<file path="src/rtl/fc_ram_ctrl_if.sv">
// rtl/fc_ram_ctrl_if.sv - job control, load stream, window RAM and status signals of fc_ram_ctrl
interface fc_ram_ctrl_if #(
  parameter int DWIDTH = 16,
  parameter int AWIDTH = 8
);
  logic              start;
  logic [AWIDTH-1:0] load_len;
  logic [AWIDTH-1:0] win_cnt;
  logic [AWIDTH-1:0] rd_stride;
  logic              s_valid;
  logic [DWIDTH-1:0] s_data;
  logic              s_ready;
  logic              rd_en;
  logic              ram_wren;
  logic [AWIDTH-1:0] ram_waddr;
  logic [DWIDTH-1:0] ram_din;
  logic [AWIDTH-1:0] ram_raddr;
  logic              win_valid;
  logic [AWIDTH-1:0] win_base;
  logic              busy;
  logic              done;

  modport master (
    output start, load_len, win_cnt, rd_stride, s_valid, s_data, rd_en,
    input  s_ready, ram_wren, ram_waddr, ram_din, ram_raddr, win_valid, win_base, busy, done
  );

  modport slave (
    input  start, load_len, win_cnt, rd_stride, s_valid, s_data, rd_en,
    output s_ready, ram_wren, ram_waddr, ram_din, ram_raddr, win_valid, win_base, busy, done
  );
endinterface

</file>
<file path="src/rtl/fc_ram_ctrl.sv">
// rtl/fc_ram_ctrl.sv - load-then-read job sequencer for the 16-tap window RAM
module fc_ram_ctrl #(
  parameter int DWIDTH = 16,
  parameter int AWIDTH = 8
) (
  input logic          clk,
  input logic          rst_n,
  fc_ram_ctrl_if.slave bus
);

  typedef enum logic [2:0] {IDLE, LOAD, READ, DRAIN, FIN} state_t;

  state_t            state, state_nxt;
  logic [AWIDTH-1:0] len_q, wc_q, stride_q;
  logic [AWIDTH-1:0] wr_ptr, rd_base, iss_cnt;
  logic              win_valid_q;
  logic [AWIDTH-1:0] win_base_q;
  logic              accept, issue, start_ok;

  assign start_ok = (state == IDLE) && bus.start;

  // State register; reset abandons any job in flight
  always_ff @(posedge clk) begin
    if (!rst_n) state <= IDLE;
    else        state <= state_nxt;
  end

  // Next-state decode plus the write-accept and window-issue strobes
  always_comb begin
    state_nxt = state;
    accept    = 1'b0;
    issue     = 1'b0;
    case (state)
      IDLE: begin
        if (bus.start) state_nxt = (bus.load_len == '0) ? READ : LOAD;
      end
      LOAD: begin
        accept = bus.s_valid;
        if (accept && (wr_ptr == len_q - AWIDTH'(1))) state_nxt = READ;
      end
      READ: begin
        if (wc_q == '0) begin
          state_nxt = FIN;
        end else if (bus.rd_en) begin
          issue = 1'b1;
          if (iss_cnt == wc_q - AWIDTH'(1)) state_nxt = DRAIN;
        end
      end
      DRAIN:   state_nxt = FIN;
      FIN:     state_nxt = IDLE;
      default: state_nxt = IDLE;
    endcase
  end

  // Job configuration, pointers and the one-cycle-delayed window report
  always_ff @(posedge clk) begin
    if (!rst_n) begin
      len_q       <= '0;
      wc_q        <= '0;
      stride_q    <= '0;
      wr_ptr      <= '0;
      rd_base     <= '0;
      iss_cnt     <= '0;
      win_valid_q <= 1'b0;
      win_base_q  <= '0;
    end else begin
      win_valid_q <= issue;
      if (accept) wr_ptr <= wr_ptr + AWIDTH'(1);
      if (issue) begin
        // RAM registers raddr on this edge, so its taps show this base next cycle
        win_base_q <= rd_base;
        rd_base    <= rd_base + stride_q;
        iss_cnt    <= iss_cnt + AWIDTH'(1);
      end
      if (start_ok) begin
        len_q    <= bus.load_len;
        wc_q     <= bus.win_cnt;
        stride_q <= bus.rd_stride;
        wr_ptr   <= '0;
        rd_base  <= '0;
        iss_cnt  <= '0;
      end
    end
  end

  // Output drive; everything is held low while reset is asserted
  always_comb begin
    bus.s_ready   = 1'b0;
    bus.ram_wren  = 1'b0;
    bus.ram_waddr = '0;
    bus.ram_din   = {DWIDTH{1'b0}};
    bus.ram_raddr = '0;
    bus.win_valid = 1'b0;
    bus.win_base  = '0;
    bus.busy      = 1'b0;
    bus.done      = 1'b0;
    if (rst_n) begin
      bus.busy      = (state != IDLE);
      bus.done      = (state == FIN);
      bus.win_valid = win_valid_q;
      bus.win_base  = win_base_q;
      if (state != IDLE) bus.ram_raddr = rd_base;
      if (state == LOAD) begin
        bus.s_ready   = 1'b1;
        bus.ram_wren  = bus.s_valid;
        bus.ram_waddr = wr_ptr;
        bus.ram_din   = bus.s_data;
      end
    end
  end

endmodule
</file>
<file path="src/flat_wrapper.sv">
// flat-port wrapper written by rule: the top's interface ports become plain ports
module fc_ram_ctrl_flat 
#(
  parameter int DWIDTH = 16,
  parameter int AWIDTH = 8
)
  (clk, rst_n, bus_start, bus_load_len, bus_win_cnt, bus_rd_stride, bus_s_valid, bus_s_data, bus_rd_en, bus_s_ready, bus_ram_wren, bus_ram_waddr, bus_ram_din, bus_ram_raddr, bus_win_valid, bus_win_base, bus_busy, bus_done);
  fc_ram_ctrl_if #(.DWIDTH(DWIDTH), .AWIDTH(AWIDTH)) bus_i ();
  input logic clk;
  input logic rst_n;
  input wire logic [$bits(bus_i.start)-1:0] bus_start;
  input wire logic [$bits(bus_i.load_len)-1:0] bus_load_len;
  input wire logic [$bits(bus_i.win_cnt)-1:0] bus_win_cnt;
  input wire logic [$bits(bus_i.rd_stride)-1:0] bus_rd_stride;
  input wire logic [$bits(bus_i.s_valid)-1:0] bus_s_valid;
  input wire logic [$bits(bus_i.s_data)-1:0] bus_s_data;
  input wire logic [$bits(bus_i.rd_en)-1:0] bus_rd_en;
  output wire logic [$bits(bus_i.s_ready)-1:0] bus_s_ready;
  output wire logic [$bits(bus_i.ram_wren)-1:0] bus_ram_wren;
  output wire logic [$bits(bus_i.ram_waddr)-1:0] bus_ram_waddr;
  output wire logic [$bits(bus_i.ram_din)-1:0] bus_ram_din;
  output wire logic [$bits(bus_i.ram_raddr)-1:0] bus_ram_raddr;
  output wire logic [$bits(bus_i.win_valid)-1:0] bus_win_valid;
  output wire logic [$bits(bus_i.win_base)-1:0] bus_win_base;
  output wire logic [$bits(bus_i.busy)-1:0] bus_busy;
  output wire logic [$bits(bus_i.done)-1:0] bus_done;
  assign bus_i.start = bus_start;
  assign bus_i.load_len = bus_load_len;
  assign bus_i.win_cnt = bus_win_cnt;
  assign bus_i.rd_stride = bus_rd_stride;
  assign bus_i.s_valid = bus_s_valid;
  assign bus_i.s_data = bus_s_data;
  assign bus_i.rd_en = bus_rd_en;
  assign bus_s_ready = bus_i.s_ready;
  assign bus_ram_wren = bus_i.ram_wren;
  assign bus_ram_waddr = bus_i.ram_waddr;
  assign bus_ram_din = bus_i.ram_din;
  assign bus_ram_raddr = bus_i.ram_raddr;
  assign bus_win_valid = bus_i.win_valid;
  assign bus_win_base = bus_i.win_base;
  assign bus_busy = bus_i.busy;
  assign bus_done = bus_i.done;
  fc_ram_ctrl #(.DWIDTH(DWIDTH), .AWIDTH(AWIDTH)) u_core (.clk(clk), .rst_n(rst_n), .bus(bus_i));
endmodule
</file>
<file path="config.mk">
export PLATFORM = sky130hd
export DESIGN_NAME = fc_ram_ctrl_flat
export DESIGN_NICKNAME = d
export VERILOG_FILES = /design/src/rtl/fc_ram_ctrl_if.sv /design/src/rtl/fc_ram_ctrl.sv /design/src/flat_wrapper.sv
export SDC_FILE = /design/constraint.sdc
export NUM_CORES = 1
export LEC_CHECK = 0
export ABC_AREA = 1
export ABC_CLOCK_PERIOD_IN_PS = 1900
export CELL_PAD_IN_SITES_DETAIL_PLACEMENT = 1
export CELL_PAD_IN_SITES_GLOBAL_PLACEMENT = 2
export CORE_UTILIZATION = 26
export DETAILED_ROUTE_END_ITERATION = 8
export GPL_TIMING_DRIVEN = 0
export PLACE_DENSITY_LB_ADDON = 0.05
export RECOVER_POWER = 50
export SYNTH_ARGS = -nofsm -noshare
export SYNTH_HDL_FRONTEND = slang
export SYNTH_SLANG_ARGS = --single-unit
</file>
<file path="constraint.sdc">
create_clock -name clk -period 1.9 [get_ports clk]
set_input_delay 0.285 -clock clk [delete_from_list [all_inputs] [get_ports clk]]
set_output_delay 0.285 -clock clk [all_outputs]
set_load 0.02 [all_outputs]
</file>
==> metrics.json <==
{
  "worst_ep_arrival_time": {"value": 1.54, "unit": "ns"},
  "post_layout_nonfiller_instances": {"value": 804},
  "slew_violations": {"value": 0},
  "maxCapViolCount": {"value": 0},
  "powerDensity": {"value": 1150, "unit": "nW/µm²"},
  "regToRegStartpoint": {"value": "u_core.stride_q[0]"},
  "outcome": {"value": "finished, final reports clean"},
  "die_w": {"value": 117, "unit": "µm"},
  "die_area": {"value": 13600, "unit": "µm²"},
  "core-area": {"value": 12700, "unit": "µm²"},
  "synth_compound_gate_area_share": {"value": 0.163},
  "reg2regPathDepth": {"value": 9},
  "worst_setup_hold_path_clk_slew": {"value": 0.05, "unit": "ns"},
  "grt_first_pass_wirelength": {"value": 18700, "unit": "µm"},
  "area.growth.synth_to_final": {"value": 41.1, "unit": "%"},
  "cp_data_required_time": {"value": 1.62, "unit": "ns"},
  "yosys.cell_types.count": {"value": 33},
  "vias_per_instance": {"value": 4.59},
  "yosys.area_share.adder": {"value": 0.0461},
  "place_hpwl": {"value": 9250, "unit": "µm"},
  "register_area": {"value": 1200, "unit": "µm²"},
  "clock_sink_count": {"value": 60},
  "design_power_total": {"value": 5.53, "unit": "mW"},
  "worst_supply_voltage_drop_on_vdd": {"value": 0.538, "unit": "mV"},
  "dieHeight": {"value": 117, "unit": "µm"},
  "endpoint_kind": {"value": "output pin"},
  "timing.critical_path.to": {"value": "bus_win_valid"},
  "timing.reg2reg.setup_slack": {"value": 0.15, "unit": "ns"},
  "design.final.nets": {"value": 689},
  "startpoint": {"value": "rst_n"},
  "setup.worst_path.start_class": {"value": "primary input"},
  "slew_headroom": {"value": 0.590},
  "synth-edff-count": {"value": 0},
  "final-setup-viol-count": {"value": 0},
  "grt_pass1_vias": {"value": 3767},
  "drt_first_pass_iters": {"value": 4},
  "mostFrequentLayoutCells": {"value": "122 x sky130_fd_sc_hd__nand2_1, 70 x sky130_fd_sc_hd__nor2_1, 62 x sky130_fd_sc_hd__inv_1, 57 x sky130_fd_sc_hd__dfxtp_1, 52 x sky130_fd_sc_hd__a21oi_1"},
  "detailroute.via_count": {"value": 3688},
  "holdCritPathClass": {"value": "in2reg"},
  "net_count_after_synthesis": {"value": 584},
  "timing.critical_path.fanout_max": {"value": 10},
  "fin_worst_skew": {"value": 0.00442, "unit": "ns"},
  "gp_congestion": {"value": 0.817},
  "place_inst": {"value": 788},
  "synth_top_area_cell": {"value": "sky130_fd_sc_hd__dfxtp_1"},
  "clock_tree_from_tritoncts": {"value": "built"},
  "grt-ovfl-total": {"value": 0},
  "placementRows": {"value": 41},
  "post-synth-top-area-fraction": {"value": 0.351},
  "period_share": {"value": 0.959},
  "achievable-frequency": {"value": 0.549, "unit": "GHz"},
  "pin_count_of_the_biggest_net_entering_global_routing": {"value": 11},
  "worstSkewPairLatency": {"value": 0.33, "unit": "ns"},
  "synthesis.area_per_instance": {"value": 6.49, "unit": "µm²"},
  "synth.top_cells.by_area": {"value": "sky130_fd_sc_hd__dfxtp_1 35%, sky130_fd_sc_hd__nand2_1 13%, sky130_fd_sc_hd__nor2_1 8.1%"},
  "worst_pin_slew": {"value": 0.615, "unit": "ns"},
  "critical_path_class": {"value": "in2out"},
  "synth_sequential_area_ratio": {"value": 0.351},
  "tritoncts.num_buffers": {"value": 9},
  "leakagePower": {"value": 2.18, "unit": "nW"},
  "synth_simple_gate_area_share": {"value": 0.309},
  "ant_nets": {"value": 0},
  "fillers": {"value": 1703},
  "drt-initial-drc-count": {"value": 100},
  "r2r_end": {"value": "u_core.rd_base[6]"},
  "totalWireLength": {"value": 11800, "unit": "µm"},
  "syn_area": {"value": 3420, "unit": "µm²"},
  "most_frequent_standard_cell_in_the_layout_excluding_fill_and_tap_cells": {"value": "sky130_fd_sc_hd__nand2_1"},
  "fin_crit": {"value": 1.82, "unit": "ns"},
  "share_of_flip_flops_with_an_asynchronous_set_or_reset_after_synthesis": {"value": 0},
  "route.detailed.wl_per_inst": {"value": 14.7, "unit": "µm"},
  "yosys-mux-area-fraction": {"value": 0},
  "cts-root-buf": {"value": "sky130_fd_sc_hd__clkbuf_16"},
  "synth_xor_area_frac": {"value": 0.0307},
  "fin_tns_setup": {"value": 0, "unit": "ns"},
  "remaining_drc_errors": {"value": 0},
  "max-clock-path-buffers": {"value": 2},
  "syn_inst": {"value": 527},
  "htreeDepth": {"value": 3},
  "largest_family_of_logic_cells_by_synthesized_area": {"value": "simple AND/OR/NAND/NOR gates"},
  "commonest_register_cell_after_synthesis": {"value": "sky130_fd_sc_hd__dfxtp_1"},
  "place.port_buffers": {"value": 89},
  "grtUsageTotal": {"value": 0.182},
  "pin_count": {"value": 90},
  "antenna_found_initial": {"value": 0},
  "synth.yosys.warnings": {"value": 0},
  "count_of_state_elements_after_synthesis": {"value": 60},
  "fraction_of_layout_instances_using_a_drive_strength_above_1": {"value": 0.142},
  "timing_hold_violations_final": {"value": 0},
  "initial_utilization": {"value": 0.269},
  "multi_input_area": {"value": 1950, "unit": "µm²"},
  "insertedDiodeCount": {"value": 0}
}
## worst min path at each step
stage,slack (ns),cells after the start,start,end
finish,0.44,3,rst_n,u_core.win_base_q[0]
detailed placement,0.47,1,u_core.state[2],u_core.state[2]
global route,0.46,3,rst_n,u_core.win_base_q[0]
global placement,0.45,1,u_core.state[2],u_core.state[2]
CTS,0.44,3,rst_n,u_core.win_base_q[0]
floorplan,0.44,1,u_core.state[2],u_core.state[2]
## routing by layer
metal  track usage  wire [µm]  vias to the layer above
met5             0          0                        -
met4        0.0599        158                        0
met3        0.0306        306                       13
met2         0.318       5820                       58
met1         0.226       5500                     1711
li1              -          -                     1906
## kinds of logic after synthesis
family,Yosys count
compound gates,104
xor+xnor,12
flops,60
buf+inv,89
simple gates,250
fa+ha+maj,12
## cell usage after synthesis (2+ instances only)
cell type                  number
sky130_fd_sc_hd__buf_2          6
sky130_fd_sc_hd__nand2_1      122
sky130_fd_sc_hd__inv_2          4
sky130_fd_sc_hd__o21ai_0       35
sky130_fd_sc_hd__nand4_1        2
sky130_fd_sc_hd__xor2_1         5
sky130_fd_sc_hd__nor2_1        74
sky130_fd_sc_hd__o21ai_1        2
sky130_fd_sc_hd__ha_1          11
sky130_fd_sc_hd__nor4_1         2
sky130_fd_sc_hd__a22oi_1        8
sky130_fd_sc_hd__a211oi_1       3
sky130_fd_sc_hd__nand3_1       36
sky130_fd_sc_hd__nor2_4         2
sky130_fd_sc_hd__clkbuf_1       8
sky130_fd_sc_hd__a31oi_1        2
sky130_fd_sc_hd__nor3_2         2
sky130_fd_sc_hd__nor2_2         2
sky130_fd_sc_hd__buf_1          2
sky130_fd_sc_hd__dfxtp_1       60
sky130_fd_sc_hd__inv_1         67
sky130_fd_sc_hd__xnor2_1        7
sky130_fd_sc_hd__nor3_1         3
sky130_fd_sc_hd__a21oi_1       52
sky130_fd_sc_hd__clkinv_1       2
## layout make-up
type                       count  area share
timing repair inverter         1     0.00181
tap                          172      0.0446
clock buffer                  11      0.0523
sequential                    60       0.250
buffer                        16      0.0189
multi-input combinational    378       0.405
timing repair buffer          93       0.169
inverter                      73      0.0593
## power breakdown
part	internal (mW)	leakage (nW)	switching, mW
combinational	0.883	1.56	1.52
sequential	1.47	0.490	0.182
clock	0.916	0.125	0.560
total	3.27	2.18	2.26
## flip-flops by register name, summed over array words and instances, names as in the netlist
| signal | count |
|---|---|
| u_core.iss_cnt | 8 |
| u_core.len_q | 8 |
| u_core.rd_base | 8 |
| u_core.state | 3 |
| u_core.win_valid_q | 1 |
| u_core.stride_q | 8 |
| u_core.wr_ptr | 8 |
| u_core.win_base_q | 8 |
| u_core.wc_q | 8 |
## stage by stage
| step | hold slack, ns | util | worst slack [ns] | instance area, µm² |
|---|---|---|---|---|
| after CTS | 0.439 | 0.381 | 0.00424 | 4840 |
| after global placement | 0.454 | 0.356 | -0.964 | 4530 |
| after detailed placement | 0.467 | 0.356 | -0.956 | 4530 |
| final | 0.438 | 0.380 | 0.0774 | 4830 |
| after floorplan | 0.442 | - | 0.107 | 3420 |
| after global routing | 0.458 | 0.380 | -0.0365 | 4830 |
## what timing repair did
item / in CTS / in global routing
setup buffers: 3 / 1
hold buffers: 0 / 0
pin swaps: 2 / 1
gates resized for setup: 139 / 23
setup endpoints to repair: 61 / 41
gates cloned: 1 / 0
## critical path, stage by stage
cell                              delay, ns
sky130_fd_sc_hd__clkdlybuf4s15_2       0.27
sky130_fd_sc_hd__buf_2                 0.26
sky130_fd_sc_hd__nand2_1               0.08
sky130_fd_sc_hd__inv_1                 0.05
sky130_fd_sc_hd__clkdlybuf4s50_1       0.59
Note: power is estimated with default switching activity, not from simulation.
